**src/rtl/coin_acceptor.sv**
```systemverilog
// -----------------------------------------------------------------------------
// coin_acceptor
//
// Front end of the vending machine controller. Cleans up the two bouncy
// coin-slot sensors and hands the vending FSM fixed-width, registered
// coin1 / coin2 pulses. Coins that cannot be taken are answered with a
// one-cycle reject pulse, which opens the return chute. A coin cannot be taken
// when the downstream FSM is not ready, when both coins land in the same
// cycle, or when an accept cycle is still in progress.
//
// Parameters
//   DEBOUNCE_CYCLES  stable synchronized samples needed to change a level (>=2)
//   PULSE_CYCLES     width of each coin1 / coin2 pulse in cycles (>=1)
//   LOCKOUT_CYCLES   minimum quiet cycles after a pulse before the next accept
//                    (>=1)
//
// Ports
//   clk        clock, rising edge
//   rst        synchronous reset, active low
//   coin1_raw  asynchronous small-coin sensor, 1 = coin present
//   coin2_raw  asynchronous large-coin sensor, 1 = coin present
//   enable     1 = downstream can take a coin
//   coin1      accepted small coin, high for PULSE_CYCLES
//   coin2      accepted large coin, high for PULSE_CYCLES
//   reject     one-cycle pulse, coin not credited
//   busy       1 while an accept cycle (pulse + lockout) is in progress
// -----------------------------------------------------------------------------
module coin_acceptor #(
   parameter int DEBOUNCE_CYCLES = 4,
   parameter int PULSE_CYCLES    = 2,
   parameter int LOCKOUT_CYCLES  = 8
) (
   input  logic clk,
   input  logic rst,
   input  logic coin1_raw,
   input  logic coin2_raw,
   input  logic enable,
   output logic coin1,
   output logic coin2,
   output logic reject,
   output logic busy
);

   localparam int DW = $clog2(DEBOUNCE_CYCLES);
   localparam int PW = (PULSE_CYCLES   > 1) ? $clog2(PULSE_CYCLES)   : 1;
   localparam int LW = (LOCKOUT_CYCLES > 1) ? $clog2(LOCKOUT_CYCLES) : 1;

   localparam logic [DW-1:0] DEB_LAST   = DW'(DEBOUNCE_CYCLES - 1);
   localparam logic [PW-1:0] PULSE_LAST = PW'(PULSE_CYCLES - 1);
   localparam logic [LW-1:0] LOCK_LAST  = LW'(LOCKOUT_CYCLES - 1);

   typedef enum logic [1:0] {
      ST_IDLE    = 2'd0,
      ST_PULSE   = 2'd1,
      ST_LOCKOUT = 2'd2
   } state_t;

   typedef enum logic {
      COIN_SMALL = 1'b0,
      COIN_LARGE = 1'b1
   } coin_t;

   // Index 0 is the small-coin line, index 1 the large-coin line.
   logic [1:0]    raw;
   logic [1:0]    sync_meta;
   logic [1:0]    sync;
   logic [1:0]    deb;
   logic [1:0]    deb_prev;
   logic [DW-1:0] deb_cnt [2];
   logic [1:0]    rise;

   state_t        state_q,  state_next;
   coin_t         type_q,   type_next;
   logic [PW-1:0] pcnt_q,   pcnt_next;
   logic [LW-1:0] lcnt_q,   lcnt_next;
   logic          reject_next;

   assign raw = {coin2_raw, coin1_raw};

   // ---------------------------------------------------------------------------
   // Synchronizers, debouncers and rise detection
   // ---------------------------------------------------------------------------
   // NOTE: rst is sampled on the clock edge (synchronous reset), so it is only
   // tested inside the clocked block and never appears in the sensitivity list.
   // NOTE: state registers use non-blocking assignments so every flop samples
   // the pre-edge values of its neighbours, which the two-flop synchronizer
   // chain depends on.
   always_ff @(posedge clk) begin
      if (!rst) begin
         sync_meta <= '0;
         sync      <= '0;
         deb       <= '0;
         deb_prev  <= '0;
         for (int i = 0; i < 2; i++) begin
            deb_cnt[i] <= '0;
         end
      end else begin
         sync_meta <= raw;
         sync      <= sync_meta;
         deb_prev  <= deb;
         for (int i = 0; i < 2; i++) begin
            if (sync[i] != deb[i]) begin
               // Level differs: count agreement, commit on the last sample.
               if (deb_cnt[i] == DEB_LAST) begin
                  deb[i]     <= sync[i];
                  deb_cnt[i] <= '0;
               end else begin
                  deb_cnt[i] <= deb_cnt[i] + 1'b1;
               end
            end else begin
               // Any sample matching the current level restarts the count,
               // so short glitches never reach the debounced level.
               deb_cnt[i] <= '0;
            end
         end
      end
   end

   // Only rising edges are events; removing a coin is silent.
   assign rise = deb & ~deb_prev;

   // ---------------------------------------------------------------------------
   // Accept / reject FSM, next-state logic
   // ---------------------------------------------------------------------------
   // NOTE: every variable gets a default at the top of the block so no path
   // leaves one unassigned, which would otherwise infer a latch.
   always_comb begin
      state_next  = state_q;
      type_next   = type_q;
      pcnt_next   = pcnt_q;
      lcnt_next   = lcnt_q;
      reject_next = 1'b0;

      case (state_q)
         ST_IDLE: begin
            if (|rise) begin
               if ((&rise) || !enable) begin
                  reject_next = 1'b1;
               end else begin
                  state_next = ST_PULSE;
                  type_next  = rise[1] ? COIN_LARGE : COIN_SMALL;
                  pcnt_next  = '0;
               end
            end
         end

         ST_PULSE: begin
            // A coin arriving mid-pulse is returned; the pulse runs on.
            reject_next = |rise;
            if (pcnt_q == PULSE_LAST) begin
               state_next = ST_LOCKOUT;
               lcnt_next  = '0;
            end else begin
               pcnt_next = pcnt_q + 1'b1;
            end
         end

         ST_LOCKOUT: begin
            reject_next = |rise;
            // Both sensors must be clear to leave, so a stuck sensor parks the
            // block here instead of producing a second credit.
            if ((lcnt_q >= LOCK_LAST) && (deb == 2'b00)) begin
               state_next = ST_IDLE;
            end else if (lcnt_q < LOCK_LAST) begin
               lcnt_next = lcnt_q + 1'b1;
            end
         end

         default: begin
            state_next = ST_IDLE;
         end
      endcase
   end

   // ---------------------------------------------------------------------------
   // State and registered outputs
   // ---------------------------------------------------------------------------
   // Outputs are decoded from the next state so they line up with the state
   // register: coin1 / coin2 / busy rise on the same edge the FSM enters PULSE.
   always_ff @(posedge clk) begin
      if (!rst) begin
         state_q <= ST_IDLE;
         type_q  <= COIN_SMALL;
         pcnt_q  <= '0;
         lcnt_q  <= '0;
         coin1   <= 1'b0;
         coin2   <= 1'b0;
         reject  <= 1'b0;
         busy    <= 1'b0;
      end else begin
         state_q <= state_next;
         type_q  <= type_next;
         pcnt_q  <= pcnt_next;
         lcnt_q  <= lcnt_next;
         coin1   <= (state_next == ST_PULSE) && (type_next == COIN_SMALL);
         coin2   <= (state_next == ST_PULSE) && (type_next == COIN_LARGE);
         reject  <= reject_next;
         busy    <= (state_next != ST_IDLE);
      end
   end

endmodule

```
**config.mk**
```make
export PLATFORM = sky130hd
export DESIGN_NAME = coin_acceptor
export DESIGN_NICKNAME = d
export VERILOG_FILES = /design/src/rtl/coin_acceptor.sv
export SDC_FILE = /design/constraint.sdc
export NUM_CORES = 1
export LEC_CHECK = 0
export CAP_MARGIN = 20
export CORE_MARGIN = 1
export CORE_UTILIZATION = 40
export DETAILED_ROUTE_END_ITERATION = 7
export GPL_ROUTABILITY_DRIVEN = 0
export PLACE_DENSITY_LB_ADDON = 0.3
export SLEW_MARGIN = 20
export SYNTH_ARGS = -nofsm -noshare
export SYNTH_HDL_FRONTEND = slang
export SYNTH_SLANG_ARGS = --single-unit
```
**constraint.sdc**
```tcl
create_clock -name clk -period 2.3 [get_ports clk]
set_input_delay 0.575 -clock clk [delete_from_list [all_inputs] [get_ports clk]]
set_output_delay 0.575 -clock clk [all_outputs]
set_load 0.05 [all_outputs]
```
Word level (Yosys, flattened, before mapping). Memories as Yosys holds them, arrays and structs flattened. Cells that the tools add are included.

$add $sub $neg: 4. Order comparisons: 2. Eq/ne operators: 12. Muxes and demuxes: 49. Bitwise gates (word level): 9. Reduce and logical (&&, ||, !) cells: 17.

Operators by type and width (number): 1-bit two-way mux (32); 2-bit two-way mux (10); 2-bit inequality test, second input constant (5); 3-bit two-way mux (3); 2-bit equality test, second input constant (3); 1-bit OR (6); 2-bit one-hot mux with 3 select lines (1); 3-bit one-hot mux with 2 select lines (1); 2-bit AND reduction (3); 2-bit nonzero test (3); 2-bit by 1-bit adder with 2-bit output, second input constant (2); 2-bit by 1-bit equality test with 1-bit output, second input constant (2); 2-bit zero test (2); 1-bit one-hot mux with 2 select lines (2); 4-bit AND reduction (1); 2-bit OR reduction (2); 3-bit by 1-bit adder with 3-bit output, second input constant (1); 3-bit greater-or-equal comparator, second input constant (1); 1-bit logical AND (3); 3-bit < comparator, second input constant (1); 3-bit AND reduction (1); 2-bit bitwise AND (1); 1-bit inequality test (2); 2-bit inverter (1); 4 further kinds (4).

Bits in registers: 19. RAM bits: 4. Bits of input ports: 5. Output and inout port bits: 4. Logic and storage cells: 107. Memories: 1.

Memories: deb_cnt (depth 2, bits a word 2, read ports 2, clocked after Yosys merged registers in 0, write ports 2, line 69) `logic [DW-1:0] deb_cnt [2];`.

Logic depth before layout (Yosys ltp). Gate-level depths: netlist of run 1.

Word-level depth: 9. Depth in mapped cells: 7. Mapped depth without buffers: 7.

Worst setup path before layout of run 1. OpenSTA, ideal clock, no wires.

Kind: register to register. From: register lcnt_q[0]. To: register coin2. Library setup time: 0.088 ns. Arrival time: 1.402 ns. Path slack: 0.810 ns. Cell stages (with the launch flop): 7. Buffers on the path: 0. Path through: dfxtp_1 -> ha_1 -> ha_1 -> o31a_1 -> a21oi_2 -> nand2_1 -> nor4_2.

Word-level cells in the longest chain between the ends: 6.

Ends and longest elaborated chain: start, declared (line 75) `logic [LW-1:0] lcnt_q, lcnt_next;`; start signal, assigned (line 194) `lcnt_q <= lcnt_next;`; 3-bit greater-or-equal comparator (line 162) `if ((lcnt_q >= LOCK_LAST) && (deb == 2'b00)) begin`; 1-bit logical AND (line 162); 2-bit two-way mux (line 162); 2-bit one-hot mux with 3 select lines (line 134) `case (state_q)`; 2-bit by 1-bit equality test with 1-bit output (line 196) `coin2 <= (state_next == ST_PULSE) && (type_next == COIN_LARGE);`; 1-bit logical AND (line 196); end signal, assigned (line 196); end, declared (line 39) `output logic coin2,`.

Every way passes these cells. A chain may end at the register's enable or synchronous reset.

Worst setup path after layout of run 1.
From: register coin1. To: output coin1.

RTL lines: start, declared (line 38) `output logic coin1,`; start signal, assigned (line 195) `coin1 <= (state_next == ST_PULSE) && (type_next == COIN_SMALL);`.

No word-level cell between the ends.

==> results.sh, run 1 <==
export IMPL_drt_total_wl_um=1720
export IMPL_r2r_start="state_q[0]"
export IMPL_dp_hpwl_um=1280
export IMPL_relSlewSlack_pct=66.6
export IMPL_drtPass1Iterations=4
export IMPL_grt_pass1_wl_um=2860
export IMPL_slew_violations=0
export IMPL_cp_arrival_ps=1440
export IMPL_avgSynthCellArea_um2=9.89
export IMPL_fin_crit_ps=2020
export IMPL_die_h_um=53.9
export IMPL_wl_per_cell_um=11.3
export IMPL_max_freq_mhz=496
export IMPL_antenna_found_initial=0
export IMPL_n_antenna_cell=0
export IMPL_rsz0062_at_grt="false"
export IMPL_cts_resized=0
export IMPL_grt_max_degree=21
export IMPL_slowest_delay_ps=800
export IMPL_clk_latency_ps=310
export IMPL_area_growth_syn_to_layout_pct=14.5
export IMPL_drive_gt1_share_pct=9.76
export IMPL_hold_viol=0
export IMPL_fin_crit_sh_pct=87.7
export IMPL_grt_pass1_vias=703
export IMPL_synth_ff_type="dfxtp_1"
export IMPL_die_area_mm2=0.00291
export IMPL_cp_max_fo=1
export IMPL_yosysWarnings=0
export IMPL_hp_start="sync_meta[1]"
export IMPL_setup_worst_path_start_class="register"
export IMPL_cts_tree="built"
export IMPL_path_cells="clkdlybuf4s50_1"
export IMPL_finalCoreUtilization_pct=49.0
export IMPL_synth_mux_area_share_pct=1.86
export IMPL_seq_area_frac_synth_pct=46.4
export IMPL_synth_top_family_by_area="simple AND/OR/NAND/NOR gates"
export IMPL_die_x_um=53.9
export IMPL_worstPathRequired_ps=1730
export IMPL_vias_per_cell=5.18
export IMPL_setup_viol=0
export IMPL_clk_path_buf_depth=2
export IMPL_crit_slowest_cell="clkdlybuf4s50_1"
export IMPL_peakVddDrop_mv=0.323
export IMPL_grt_overflow=0
export IMPL_n_fill_cell=255
export IMPL_synth_xor_area_share_pct=3.13
export IMPL_cts_clk_slew_worst_paths_ps=130
export IMPL_finalSetupTns_ps=0
export IMPL_rows=18
export IMPL_cts_setup_buffers=0
export IMPL_synth_seq_cells=23
export IMPL_start_util_pct=42.8
export IMPL_p_per_area_mw_per_mm2=530
export IMPL_drt_iter0_markers=7
export IMPL_root_buffer="clkbuf_4"
export IMPL_synth_simple_area_share_pct=21.8
export IMPL_grt_usage_pct=13.7
export IMPL_syn_inst=109
export IMPL_antenna_left=0
export IMPL_boundaryPins=9
export IMPL_coreArea_mm2=0.00252
export IMPL_leakage_nw=0.477
export IMPL_io_buffers=8
export IMPL_worst_slew_pin_slew_ps=500
export IMPL_via_count=793
export IMPL_synth_compound_area_share_pct=14.7
export IMPL_drc=0
export IMPL_worstSetupPathType="register to primary output"
export IMPL_cp_top_family="buffers and inverters"
export IMPL_hold_class="register to register"
export IMPL_synthAdderAreaFrac_pct=9.28
export IMPL_synth_area_mm2=0.00108
export IMPL_cts_sinks=23
export IMPL_cp_num_buf_inv=1
export IMPL_run_status="finished clean"
export IMPL_yosysUniqueCellTypes=34
export IMPL_worstSetupEndpointType="primary output"
export IMPL_fin_hold_ws_ps=453
export IMPL_fin_skew_ps=2.17
export IMPL_nNetsFinal=137
export IMPL_hold_buffers=0
export IMPL_synth_edff_count=4
export IMPL_htreeDepth=1
export IMPL_cap_violations=0
export IMPL_numCtsBuffers=3
export IMPL_critical_path_startpoint="coin1"
export IMPL_synth_async_reset_ratio_pct=0
-- logic make-up after synthesis --
family          count (synthesis)
compound gates                 26
xor+xnor                        3
fa+ha+maj                       8
buf+inv                         7
flops                          23
mux                             2
other cells                     1
simple gates                   39
-- cell type report --
cell class	count	area (um2)	area share [%]
clock buffers	3	22.5	1.82
inverters	5	18.8	1.52
multi-input cells	82	563	45.6
flip-flops and latches	23	500	40.5
well taps	30	37.5	3.04
repair buffers	9	87.6	7.09
clock inverters	1	5.00	0.405
-- through the flow --
stage	total power [mW]	worst slack [ps]	cells	instance area [um2]
final	0.654	282	153	1230
after global routing	0.684	234	153	1230
after CTS	0.662	267	153	1230
after detailed placement	0.475	521	149	1210
after global placement	0.473	539	149	1210
after floorplan	0.459	810	112	1090
-- routing by layer --
layer	share of wire (%)	vias up	global-route usage (%)
met5	0	-	0
met4	1.9	0	6.58
met3	2.8	5	2.54
met2	49	14	22.4
met1	46	369	17.0
li1	-	405	-
-- worst reg2reg max path, cell delays in order, from the launching register on --
cell	delay [ps]
dfxtp_1	390
inv_1	120
ha_1	190
inv_1	70
o31a_1	350
a21oi_2	150
nand2_1	100
nor4_2	230
-- Yosys cell counts (2+ instances only) --
cell type / n / area share (%)
dfxtp_1: 19 / 35
nand2_1: 11 / 3.8
and2_1: 8 / 4.6
ha_1: 8 / 9.3
a21oi_1: 7 / 3.2
o21ai_0: 7 / 3.2
inv_1: 5 / 1.7
edfxtp_1: 4 / 11
nand2b_1: 3 / 1.7
nor2_1: 3 / 1.0
o22ai_1: 3 / 1.7
clkbuf_1: 2 / 0.70
mux2i_1: 2 / 1.9
nand2b_2: 2 / 1.6
nand3_1: 2 / 0.93
nor2b_1: 2 / 1.2
nor4b_1: 2 / 1.6
nor4bb_1: 2 / 1.9
xnor2_1: 2 / 1.6
-- flip-flops by register name, indices dropped and copies added, names as in the netlist --
| name | cells |
|---|---|
| deb_prev | 2 |
| sync_meta | 2 |
| state_q | 2 |
| coin2 | 1 |
| reject | 1 |
| sync | 2 |
| lcnt_q | 3 |
| deb | 2 |
| pcnt_q | 1 |
| type_q | 1 |
| deb_cnt | 4 |
| busy | 1 |
| coin1 | 1 |
-- report_power, final --
part           leakage (nW)  total, mW  internal [mW]  switching, mW
clock network        0.0177      0.189         0.0651          0.123
logic                 0.264     0.0437         0.0213         0.0225
registers             0.195      0.422          0.418        0.00429
total                 0.477      0.654          0.504          0.150
-- worst paths after layout --
check | cells after the start | end | slack, ps
setup / recovery | 1 | coin1 | 280
hold / removal | 1 | sync[1] | 450
setup reg to reg | 7 | coin2 | 620
hold reg to reg | 1 | sync[1] | 450
-- cells in the final DEF (no fill, tap or decap), drive strengths merged --
| master | count |
|---|---|
| o31ai | 1 |
| nand3 | 2 |
| a31oi | 1 |
| buf | 1 |
| o21ai | 8 |
| mux2i | 2 |
| a21boi | 1 |
| clkinv | 1 |
| clkbuf | 3 |
| dfxtp | 19 |
| and2 | 8 |
| ha | 8 |
| a211oi | 1 |
| o22ai | 3 |
| o21a | 1 |
| nor4b | 2 |
| nor4bb | 2 |
| and3 | 1 |
| a21oi | 8 |
| conb | 4 |
| nand3b | 1 |
| o31a | 1 |
| nor2 | 3 |
| nand2 | 11 |
| nand2b | 5 |
| nor3 | 1 |
| clkdlybuf4s50 | 8 |
| a21o | 1 |
| xnor2 | 3 |
| inv | 5 |
| nor2b | 2 |
| nor4 | 1 |
| edfxtp | 4 |
Note: power is estimated with default switching activity, not from simulation.
==> inputs of run 2 (changes only) <==
CELL_PAD_IN_SITES_DETAIL_PLACEMENT = 0   (was unset)
CELL_PAD_IN_SITES_GLOBAL_PLACEMENT = 1   (was unset)
==> run 2 against run 1 <==
Against the previous run:
- flip-flop and latch count unchanged
- routed wire length grew 1.0%
- setup slack got worse by 4.1 ps
- clock power increased by 3%
- non-clock buffer count unchanged
- final cell count stayed put
- worst hold slack worse by 4.1 ps
==> results.sh, run 2 (synthesis gave the netlist of run 1 again) <==
export IMPL_root_buffer="clkbuf_4"
export IMPL_hold_buffers=0
export IMPL_run_status="finished clean"
export IMPL_cts_sinks=23
export IMPL_cts_resized=0
export IMPL_cts_setup_buffers=0
export IMPL_antenna_left=0
export IMPL_power_mw=0.660
export IMPL_wl_per_cell_um=11.4
export IMPL_dp_slack_ps=503
export IMPL_cp_top_family="buffers and inverters"
export IMPL_fin_crit_sh_pct=87.9
export IMPL_slowest_delay_ps=800
export IMPL_hold_viol=0
export IMPL_antenna_found_initial=0
export IMPL_largest_reg_flops=4
export IMPL_drive_gt1_share_pct=9.76
export IMPL_worst_slew_pin_slew_ps=497
export IMPL_cp_arrival_ps=1450
export IMPL_finalSetupTns_ps=0
export IMPL_cap_violations=0
export IMPL_reg_top3="deb_cnt (4), lcnt_q (3)"
export IMPL_drt_iter0_markers=24
export IMPL_cts_clk_slew_worst_paths_ps=140
export IMPL_grt_pass1_wl_um=3040
export IMPL_rsz0062_at_grt="false"
export IMPL_die_area_mm2=0.00291
export IMPL_nNetsFinal=137
export IMPL_setup_slack_ps=278
export IMPL_fin_area_mm2=0.00124
export IMPL_fin_crit_ps=2020
export IMPL_n_antenna_cell=0
export IMPL_via_count=766
export IMPL_rows=18
export IMPL_n_fill_cell=244
export IMPL_drtPass1Iterations=4
export IMPL_dp_hpwl_um=1260
export IMPL_numCtsBuffers=3
export IMPL_grt_max_degree=21
export IMPL_finalCoreUtilization_pct=49.1
export IMPL_coreArea_mm2=0.00252
export IMPL_htreeDepth=1
export IMPL_io_buffers=8
export IMPL_clk_latency_ps=320
export IMPL_hp_start="sync_meta[0]"
export IMPL_final_common_cell="dfxtp_1"
export IMPL_r2r_end="coin2"
export IMPL_start_util_pct=42.8
export IMPL_crit_slowest_cell="clkdlybuf4s50_1"
export IMPL_leakage_nw=0.473
export IMPL_cp_num_buf_inv=1
export IMPL_vias_per_cell=5.01
export IMPL_relSlewSlack_pct=66.8
export IMPL_top_register="deb_cnt"
export IMPL_r2r_cells=7
export IMPL_clk_path_buf_depth=2
export IMPL_path_cells="clkdlybuf4s50_1"
export IMPL_dpl_cell_area_mm2=0.00121
export IMPL_die_x_um=53.9
export IMPL_worstSetupPathType="register to primary output"
export IMPL_drc=0
export IMPL_grt_usage_pct=14.9
export IMPL_area_growth_syn_to_layout_pct=14.7
export IMPL_max_freq_mhz=495
export IMPL_cts_tree="built"
export IMPL_reg2reg_slack_ps=630
export IMPL_setup_worst_path_start_class="register"
export IMPL_drt_total_wl_um=1740
export IMPL_min_path_cells=1
export IMPL_hold_class="register to register"
export IMPL_worstPathRequired_ps=1730
export IMPL_fin_skew_ps=9.17
export IMPL_grt_pass1_vias=694
export IMPL_grt_overflow=0
export IMPL_slew_violations=0
export IMPL_hold_end="sync[0]"
export IMPL_boundaryPins=9
export IMPL_cp_max_fo=1
export IMPL_peakVddDrop_mv=0.344
export IMPL_setup_viol=0
export IMPL_layout_common_cells="dfxtp_1 (19), nand2_1 (11), and2_1 (8), ha_1 (8), clkdlybuf4s50_1 (8)"
export IMPL_die_h_um=53.9
export IMPL_worstSetupEndpointType="primary output"
export IMPL_r2r_start="state_q[0]"
export IMPL_p_per_area_mw_per_mm2=533
==> run 2: how the worst max path moves through the flow <==
| stage | from | to | cells past startpoint |
|---|---|---|---|
| 2_1_floorplan | lcnt_q[0] | coin2 | 6 |
| 4_1_cts | coin1 | coin1 | 1 |
| 3_5_place_dp | enable | coin2 | 5 |
| 3_3_place_gp | enable | coin2 | 5 |
| 6_report | coin1 | coin1 | 1 |
| 5_1_grt | coin1 | coin1 | 1 |
==> run 2: power by group <==
group	total (mW)	internal (mW)	switching, mW
logic	0.0437	0.0213	0.0224
registers	0.422	0.418	0.00420
clock network	0.194	0.0665	0.128
==> run 2: layer usage <==
layer | GRT usage [%] | wire length, um | share of wire (%) | vias to the layer above
li1 | - | - | - | 407
met1 | 20.4 | 870 | 50 | 336
met2 | 21.6 | 757 | 44 | 19
met3 | 3.39 | 85 | 4.9 | 4
met4 | 7.89 | 27 | 1.6 | 0
met5 | 0 | 0 | 0 | -
==> run 2: cell type report <==
type | instances | area, um2 | area share [%]
inverter | 5 | 18.8 | 1.52
tap | 30 | 37.5 | 3.03
timing repair buffer | 9 | 87.6 | 7.08
clock inverter | 1 | 7.51 | 0.607
clock buffer | 3 | 22.5 | 1.82
multi-input combinational | 82 | 563 | 45.5
sequential | 23 | 500 | 40.4
==> run 2: per-stage QoR <==
stage / cells / hold slack (ps)
after floorplan: 112 / 412
after global placement: 149 / 415
after detailed placement: 149 / 421
after CTS: 153 / 453
after global routing: 153 / 467
final: 153 / 449
